File: config.mk
export PLATFORM = sky130hd
export DESIGN_NAME = mc_ctrl_sequencer
export DESIGN_NICKNAME = d
export VERILOG_FILES = /design/src/rtl/mc_ctrl_pkg.sv /design/src/rtl/mc_ctrl_outdec.sv /design/src/rtl/mc_ctrl_sequencer.sv
export SDC_FILE = /design/constraint.sdc
export NUM_CORES = 1
export LEC_CHECK = 0
export ABC_CLOCK_PERIOD_IN_PS = 4800
export CAP_MARGIN = 15
export CORE_MARGIN = 4
export CORE_UTILIZATION = 34
export CTS_BUF_LIST = sky130_fd_sc_hd__clkbuf_16
export CTS_CLUSTER_SIZE = 30
export DETAILED_ROUTE_END_ITERATION = 6
export GPL_ROUTABILITY_DRIVEN = 0
export GPL_TIMING_DRIVEN = 0
export PLACE_DENSITY = 0.86
export SLEW_MARGIN = 20
export SYNTH_ARGS = -nofsm -noshare
export SYNTH_HDL_FRONTEND = slang
export SYNTH_SLANG_ARGS = --single-unit
File: constraint.sdc
create_clock -name clk -period 4.8 [get_ports clk]
set_clock_uncertainty 0.2 [all_clocks]
set_input_delay 0.48 -clock clk [delete_from_list [all_inputs] [get_ports clk]]
set_output_delay 0.48 -clock clk [all_outputs]
set_load 0.05 [all_outputs]
File: src/rtl/mc_ctrl_pkg.sv
// rtl/mc_ctrl_pkg.sv - state encodings, opcodes and control-field codes for the multi-cycle sequencer
package mc_ctrl_pkg;

  typedef enum logic [3:0] {
    ST_FETCH    = 4'd0,
    ST_DECODE   = 4'd1,
    ST_MEMADR   = 4'd2,
    ST_MEMRD    = 4'd3,
    ST_MEMWB    = 4'd4,
    ST_MEMWR    = 4'd5,
    ST_EXEC     = 4'd6,
    ST_RTYPE_WB = 4'd7,
    ST_BEQ      = 4'd8,
    ST_JUMP     = 4'd9,
    ST_TRAP     = 4'd15
  } state_e;

  localparam logic [5:0] OP_RTYPE = 6'd0;
  localparam logic [5:0] OP_J     = 6'd2;
  localparam logic [5:0] OP_BEQ   = 6'd4;
  localparam logic [5:0] OP_LW    = 6'd35;
  localparam logic [5:0] OP_SW    = 6'd43;

  typedef enum logic [1:0] {
    ALU_ADD   = 2'b00,
    ALU_SUB   = 2'b01,
    ALU_FUNCT = 2'b10
  } alu_op_e;

  typedef enum logic [1:0] {
    SRCB_B      = 2'b00,
    SRCB_FOUR   = 2'b01,
    SRCB_IMM    = 2'b10,
    SRCB_IMM_SH = 2'b11
  } alu_src_b_e;

  typedef enum logic [1:0] {
    PCSRC_ALU    = 2'b00,
    PCSRC_ALUOUT = 2'b01,
    PCSRC_JUMP   = 2'b10
  } pc_source_e;

  typedef struct packed {
    logic       pc_write;
    logic       pc_write_cond;
    logic       i_or_d;
    logic       mem_read;
    logic       mem_write;
    logic       ir_write;
    logic       reg_dst;
    logic       mem_to_reg;
    logic       reg_write;
    logic       alu_src_a;
    alu_src_b_e alu_src_b;
    alu_op_e    alu_op;
    pc_source_e pc_source;
  } ctrl_t;

  function automatic logic op_legal(input logic [5:0] op);
    return (op == OP_RTYPE) || (op == OP_J) || (op == OP_BEQ) ||
           (op == OP_LW) || (op == OP_SW);
  endfunction

endpackage

File: src/rtl/mc_ctrl_outdec.sv
// rtl/mc_ctrl_outdec.sv - combinational decode of (state, mem_ready, run) into the datapath control word
module mc_ctrl_outdec
  import mc_ctrl_pkg::*;
(
  input  state_e cur_state,
  input  logic   mem_ready,
  input  logic   run,
  output ctrl_t  ctrl,
  output logic   retire
);

  // Control word per state; everything defaults to 0 so idle, TRAP and
  // unused encodings are quiet. Stalled states keep their memory request
  // but suppress the architectural writes gated by mem_ready.
  always_comb begin
    ctrl   = '0;
    retire = 1'b0;
    if (run) begin
      case (cur_state)
        ST_FETCH: begin
          ctrl.mem_read  = 1'b1;
          ctrl.alu_src_b = SRCB_FOUR;
          ctrl.alu_op    = ALU_ADD;
          ctrl.pc_source = PCSRC_ALU;
          ctrl.ir_write  = mem_ready;
          ctrl.pc_write  = mem_ready;
        end
        ST_DECODE: begin
          ctrl.alu_src_b = SRCB_IMM_SH;
          ctrl.alu_op    = ALU_ADD;
        end
        ST_MEMADR: begin
          ctrl.alu_src_a = 1'b1;
          ctrl.alu_src_b = SRCB_IMM;
          ctrl.alu_op    = ALU_ADD;
        end
        ST_MEMRD: begin
          ctrl.mem_read = 1'b1;
          ctrl.i_or_d   = 1'b1;
        end
        ST_MEMWB: begin
          ctrl.reg_write  = 1'b1;
          ctrl.mem_to_reg = 1'b1;
          retire          = 1'b1;
        end
        ST_MEMWR: begin
          ctrl.mem_write = 1'b1;
          ctrl.i_or_d    = 1'b1;
          retire         = mem_ready;
        end
        ST_EXEC: begin
          ctrl.alu_src_a = 1'b1;
          ctrl.alu_src_b = SRCB_B;
          ctrl.alu_op    = ALU_FUNCT;
        end
        ST_RTYPE_WB: begin
          ctrl.reg_write = 1'b1;
          ctrl.reg_dst   = 1'b1;
          retire         = 1'b1;
        end
        ST_BEQ: begin
          ctrl.alu_src_a     = 1'b1;
          ctrl.alu_op        = ALU_SUB;
          ctrl.pc_write_cond = 1'b1;
          ctrl.pc_source     = PCSRC_ALUOUT;
          retire             = 1'b1;
        end
        ST_JUMP: begin
          ctrl.pc_write  = 1'b1;
          ctrl.pc_source = PCSRC_JUMP;
          retire         = 1'b1;
        end
        default: ;
      endcase
    end
  end

endmodule

File: src/rtl/mc_ctrl_sequencer.sv
// rtl/mc_ctrl_sequencer.sv - state register, stall/trap handling and control outputs; MC_PERF_CNT_EN adds cycle/instruction counters
module mc_ctrl_sequencer
  import mc_ctrl_pkg::*;
#(
  parameter int CNT_W = 32
) (
  input  logic             clk,
  input  logic             rst,
  input  logic [3:0]       next_state,
  input  logic [5:0]       opcode,
  input  logic             mem_ready,
  output logic [3:0]       cur_state,
  output logic             pc_write,
  output logic             pc_write_cond,
  output logic             i_or_d,
  output logic             mem_read,
  output logic             mem_write,
  output logic             ir_write,
  output logic             reg_dst,
  output logic             mem_to_reg,
  output logic             reg_write,
  output logic             alu_src_a,
  output logic [1:0]       alu_src_b,
  output logic [1:0]       alu_op,
  output logic [1:0]       pc_source,
  output logic             retire,
  output logic             illegal,
  output logic [CNT_W-1:0] cycle_cnt,
  output logic [CNT_W-1:0] instr_cnt
);

  state_e state_q, state_d;
  logic   run_q, run_d;
  logic   illegal_q, illegal_d;
  logic   stall;
  ctrl_t  ctrl;
  logic   retire_w;

  // Memory-facing states wait for mem_ready before moving on.
  assign stall = ((state_q == ST_FETCH) || (state_q == ST_MEMRD) ||
                  (state_q == ST_MEMWR)) && !mem_ready;

  // Next state: the first edge after reset only arms run; TRAP is absorbing;
  // bad opcodes and unused proposals 10..14 divert to TRAP.
  always_comb begin
    state_d   = state_q;
    run_d     = 1'b1;
    illegal_d = illegal_q;
    if (run_q) begin
      if (state_q == ST_TRAP) begin
        state_d = ST_TRAP;
      end else if (stall) begin
        state_d = state_q;
      end else if ((state_q == ST_DECODE) && !op_legal(opcode)) begin
        state_d = ST_TRAP;
      end else if ((next_state >= 4'd10) && (next_state <= 4'd14)) begin
        state_d = ST_TRAP;
      end else begin
        state_d = state_e'(next_state);
      end
    end
    if (state_d == ST_TRAP) begin
      illegal_d = 1'b1;
    end
  end

  // State, run and sticky trap flag registers.
  always_ff @(posedge clk or posedge rst) begin
    if (rst) begin
      state_q   <= ST_FETCH;
      run_q     <= 1'b0;
      illegal_q <= 1'b0;
    end else begin
      state_q   <= state_d;
      run_q     <= run_d;
      illegal_q <= illegal_d;
    end
  end

  mc_ctrl_outdec u_outdec (
    .cur_state (state_q),
    .mem_ready (mem_ready),
    .run       (run_q),
    .ctrl      (ctrl),
    .retire    (retire_w)
  );

  assign cur_state     = state_q;
  assign pc_write      = ctrl.pc_write;
  assign pc_write_cond = ctrl.pc_write_cond;
  assign i_or_d        = ctrl.i_or_d;
  assign mem_read      = ctrl.mem_read;
  assign mem_write     = ctrl.mem_write;
  assign ir_write      = ctrl.ir_write;
  assign reg_dst       = ctrl.reg_dst;
  assign mem_to_reg    = ctrl.mem_to_reg;
  assign reg_write     = ctrl.reg_write;
  assign alu_src_a     = ctrl.alu_src_a;
  assign alu_src_b     = ctrl.alu_src_b;
  assign alu_op        = ctrl.alu_op;
  assign pc_source     = ctrl.pc_source;
  assign retire        = retire_w;
  assign illegal       = illegal_q;

`ifdef MC_PERF_CNT_EN
  logic [CNT_W-1:0] cyc_q, cyc_d;
  logic [CNT_W-1:0] ins_q, ins_d;

  // Counters freeze in TRAP and while idle after reset; both wrap naturally.
  always_comb begin
    cyc_d = cyc_q;
    ins_d = ins_q;
    if (run_q && (state_q != ST_TRAP)) begin
      cyc_d = cyc_q + CNT_W'(1);
    end
    if (retire_w) begin
      ins_d = ins_q + CNT_W'(1);
    end
  end

  // Counter registers.
  always_ff @(posedge clk or posedge rst) begin
    if (rst) begin
      cyc_q <= '0;
      ins_q <= '0;
    end else begin
      cyc_q <= cyc_d;
      ins_q <= ins_d;
    end
  end

  assign cycle_cnt = cyc_q;
  assign instr_cnt = ins_q;
`else
  assign cycle_cnt = '0;
  assign instr_cnt = '0;
`endif

endmodule

### Word-level counts from Yosys, hierarchy flattened

Cells that the tools add are included.

* reduce and logical (&&, ||, !) cells: 18
* equality and inequality tests: 15
* muxes and demuxes: 21
* $lt $le $gt $ge: 2

Operator list (number)
* 4-bit two-way mux: 5
* 4-bit by 3-bit equality test with 1-bit output (second input constant): 4
* 4-bit equality test (second input constant): 4
* 16-bit two-way mux: 1
* 6-bit equality test (second input constant): 2
* 1-bit two-way mux: 10
* 4-bit by 2-bit equality test with 1-bit output (second input constant): 2
* 2-bit case mux with 2 select lines: 2
* 6-bit by 2-bit equality test with 1-bit output (second input constant): 1
* 6-bit by 3-bit equality test with 1-bit output (second input constant): 1
* 6-bit zero test: 1
* 1-bit logical OR: 6
* 2-bit case mux with 3 select lines: 1
* 2-bit OR reduction: 3
* 4-bit by 1-bit equality test with 1-bit output (second input constant): 1
* 4-bit greater-or-equal comparator (second input constant): 1
* 4-bit less-or-equal comparator (second input constant): 1
* 4-bit zero test: 1
* 1-bit case mux with 2 select lines: 2
* 4-bit OR reduction: 1
* 1-bit logical AND: 3
* 3-bit OR reduction: 1
* 1-bit zero test: 2

* flip-flop bits (word level): 6
* input bits: 13
* word-level logic and storage cells: 59

### Longest topological paths before layout

* depth in word-level cells: 12
* gate-level depth with buffers: 6
* mapped depth without buffers: 5

### Hierarchy

Synthesis repeated with hierarchy kept, for this count alone.

* cell total of the unflattened synthesis: 152
* area, all modules: 1194.9 um^2

By module, submodules not included
* mc_ctrl_sequencer: instances 1, cells each 116, area each 955.9 um^2
* mc_ctrl_outdec: instances 1, cells each 36, area each 239.0 um^2

### Worst setup path before layout

No wires, ideal clock.

* kind: reg2out
* start point: register state_q[1], in the netlist cur_state[1]
* end point: output port alu_src_b[0]
* buffers on the path: 2
* data required time: 4.120 ns
* path slack: 1.457 ns
* cell stages (with the launch flop): 4
* data arrival time: 2.663 ns
* cells stage by stage: dfrtp_1 buf_4 buf_2 nor4b_1

* longest elaborated chain between the ends: 3

RTL lines
* start, declared: line mc_ctrl_sequencer.sv:32 `state_e state_q, state_d;`
* start signal, assigned: line mc_ctrl_sequencer.sv:74 `state_q <= state_d;`
* 4-bit by 2-bit equality test with 1-bit output (tied with other cells): line mc_ctrl_outdec.sv:19 `case (cur_state)`
* 2-bit case mux with 3 select lines *: line mc_ctrl_outdec.sv:19
* 16-bit two-way mux *: line mc_ctrl_outdec.sv:18 `if (run) begin`
* end, declared: line mc_ctrl_sequencer.sv:23 `output logic [1:0] alu_src_b,`

Mark *: on every way between the ends. The rest lies on a longest branch, timed or not.

### Worst setup path in the final report

* start point: input port mem_ready
* end point: output port retire

* longest elaborated chain between the ends: 2

RTL lines
* start, declared: line mc_ctrl_sequencer.sv:11 `input logic mem_ready,`
* 1-bit case mux with 2 select lines: line mc_ctrl_outdec.sv:19
* 1-bit two-way mux: line mc_ctrl_outdec.sv:18
* end, declared: line mc_ctrl_sequencer.sv:26 `output logic retire,`

Every way passes these cells.

==> out/results.tsv <==
stage	metric	value	unit
clock_tree	htree_levels	1	
logic_synthesis	synthTopCellsByArea	buf_4 (44%), dfrtp_1 (13%), nor3_1 (3.6%)	
clock_tree	cts_buffers	3	
die	die-area	0.00428	mm²
logic_synthesis	yosysWarnings	0	
critical_path	crit_start	mem_ready	
global_routing	met2_usage	0.206	
clock_tree	clk_pin_slew	0.03	ns
detailed_routing	viasPerCell	3.71	
placed_design	place_hpwl	2.31	mm
placed_design	io_buffers	34	
sta	relSlewSlack	0.660	
final_layout	multi_input_comb_area	668	µm²
logic_synthesis	netlist_instances	145	
detailed_routing	drt_iter0_markers	24	
die	die_h	65.4	µm
global_routing	globalRouteMet1Util	0.122	
sta	fin_crit	3.05	ns
critical_path	cpMaxStageDelayCell	clkdlybuf4s50_1	
final_layout	drive_gt1_frac	0.322	
logic_synthesis	synth_edf_count	0	
global_routing	grt_max_degree	11	
critical_path	path_common_cell	clkdlybuf4s50_1	
logic_synthesis	synth-async-reset-ratio	1.00	
die	io_pins	99	
global_routing	grt_usage	0.113	
final_layout	area_delta_synth_final	63.1	%
logic_synthesis	syn-cell-area	0.00112	mm²
logic_synthesis	synth_cell_types	37	
logic_synthesis	ys.flop_type	dfrtp_1	
critical_path	crit_chain	clkdlybuf4s50_1 -> nand2b_1 -> a21oi_1 -> o22ai_1 -> and2_1 -> clkdlybuf4s50_1	
clock_tree	worst_skew_pair.late_latency	0.23	ns
clock_tree	clock_sinks	6	
detailed_routing	vias	1073	
clock_tree	cts_hold_repair.buffers	0	
die	core.rowCount	20	
critical_path	cp.arrival	2.37	ns
logic_synthesis	ys_top_cells_by_count	buf_4 (66), nor3_1 (8), nand2_1 (7), nor2_1 (7), dfrtp_1 (6)	
power_and_ir_drop	p_leak	0.956	nW
detailed_routing	final_antenna_net_count	0	
die	initial_core_util	0.361	
clock_tree	clockBufferDepth	2	
clock_tree	post_cts_buffers	0	
critical_path	r2r-start	cur_state[3]	
sta	maxSlewViolCount	0	
global_routing	grt_use_met3	0.0308	
clock_tree	cts_root_buffer	clkbuf_16	
detailed_routing	route.detailed.drc	0	
final_layout	utilization	0.589	
critical_path	critical_path_class	input pin to output port	
die	design.core.area	0.00310	mm²
logic_synthesis	ys_seq_area_frac	0.134	
global_routing	grt_pass1_vias	847	
sta	setup_tns	0	ns
sta	tightest_slew	0.508	ns
final_layout	seq_area	150	µm²
critical_path	end_kind	output port	
critical_path	slowest_delay	0.80	ns
critical_path	reg2reg_slack	2.90	ns
detailed_routing	first_pass_iters	4	
clock_tree	tritoncts	built	
clock_tree	cts_resized	0	
global_routing	busiest_layer	met2	
logic_synthesis	netlist.area_leader.share	0.442	
sta	setup_viol_count_final	0	
final_layout	fillerInstances	312	
logic_synthesis	synth.most_common_cell	buf_4	
detailed_routing	drt-wirelength-per-cell	9.03	µm
global_routing	grt_antenna_before_repair	0	
logic_synthesis	syn_area_per_cell	7.72	µm²
final_layout	fin_nets	260	
critical_path	reg2reg_depth	6	
critical_path	cp_max_fo	7	
final_layout	num_antenna_cells	0	
die	die_w	65.4	µm
global_routing	grt_pass1_wl	3.88	mm
logic_synthesis	ys_ff_latch	6	
critical_path	critPathLaunchType	input pin	
critical_path	r2r_end	illegal	
critical_path	critical_path_required	4.12	ns
run	maxCapViolations	0	
hold_path	hold_path.class	input pin to asynchronous set/reset pin	
sta	rsz0062_at_grt	no	
power_and_ir_drop	p_per_area	389	mW/mm²
sta	finalHoldViolCount	0	
global_routing	grt_overflow_total	0	
sta	fin_crit_sh	0.636	
detailed_routing	routed_wl	2.61	mm
power_and_ir_drop	ir_drop	0.000310	V
run_status	status	complete, no violations	
logic_synthesis	synth_largest_area_cell	buf_4	
sta	fmax	328	MHz
## state kept, by name, summed over array words and instances (netlist names)
| signal | cells |
|---|---|
| cur_state | 4 |
| illegal | 1 |
| run_q | 1 |
## worst max-delay path, delay by kind of cell
kind	cells	cell delay [ns]
AO/OA/AOI/OAI	2	0.18
buffers and inverters	2	1.42
AND/OR/NAND/NOR	2	0.28
## final cells by class
type                            instances  area share
Sequential cell                         6      0.0822
Buffer                                 72       0.290
Inverter                                2     0.00411
Timing Repair Buffer                   34       0.186
Clock buffer                            3      0.0411
Multi-Input combinational cell        128       0.366
Tap cell                               44      0.0301
## layer usage
| metal | vias up | share of wire |
|---|---|---|
| li1 | 561 | - |
| met1 | 447 | 0.35 |
| met2 | 61 | 0.51 |
| met3 | 4 | 0.13 |
| met4 | 0 | 0.013 |
| met5 | - | 0 |
## report_power, final
| part | switching (mW) | internal (mW) | leakage (nW) |
|---|---|---|---|
| registers | 0.0137 | 0.0633 | 0.0632 |
| logic | 0.332 | 0.165 | 0.856 |
| clock network | 0.0285 | 0.107 | 0.0370 |
| total | 0.375 | 0.335 | 0.956 |
## kinds of logic after synthesis
group / Yosys count / share of synthesized area
other cells: 2 / 0.00671
buf+inv: 74 / 0.480
xor+xnor: 4 / 0.0313
simple gates: 42 / 0.221
mux: 1 / 0.00894
compound gates: 16 / 0.117
flops: 6 / 0.134
## how the worst max path moves through the flow
stage / cells past startpoint / to / slack [ns]
finish: 6 / retire / 1.75
global route: 5 / alu_op[1] / 1.59
CTS: 6 / retire / 1.74
detailed placement: 6 / retire / 1.75
global placement: 6 / retire / 1.76
floorplan: 3 / alu_src_b[0] / 1.46
## placed cells by master (no fill, tap or decap), types with 2 or more instances in the layout
master and count:
nand2b_1 3, a21oi_1 3, nor3b_1 3, clkdlybuf4s50_1 34
nand2_1 7, dfrtp_1 6, nand4_1 3, buf_2 4
nor3_1 8, inv_1 2, conb_1 65, buf_4 66
a21boi_0 2, xnor2_1 3, nor2_1 7, clkbuf_16 3
nor4b_1 2, o22a_1 2, nor4b_2 2
## through the flow
stage	hold WS, ns	instances	area, µm²	power (mW)	setup slack (ns)
6_report	0.258	289	1830	0.710	1.75
3_3_place_gp	0.265	286	1750	0.572	1.76
2_1_floorplan	0.0710	208	1360	0.478	1.46
4_1_cts	0.265	289	1830	0.713	1.74
5_1_grt	0.281	289	1830	0.753	1.59
3_5_place_dp	0.257	286	1750	0.575	1.75
(Power assumes the default switching activity.)
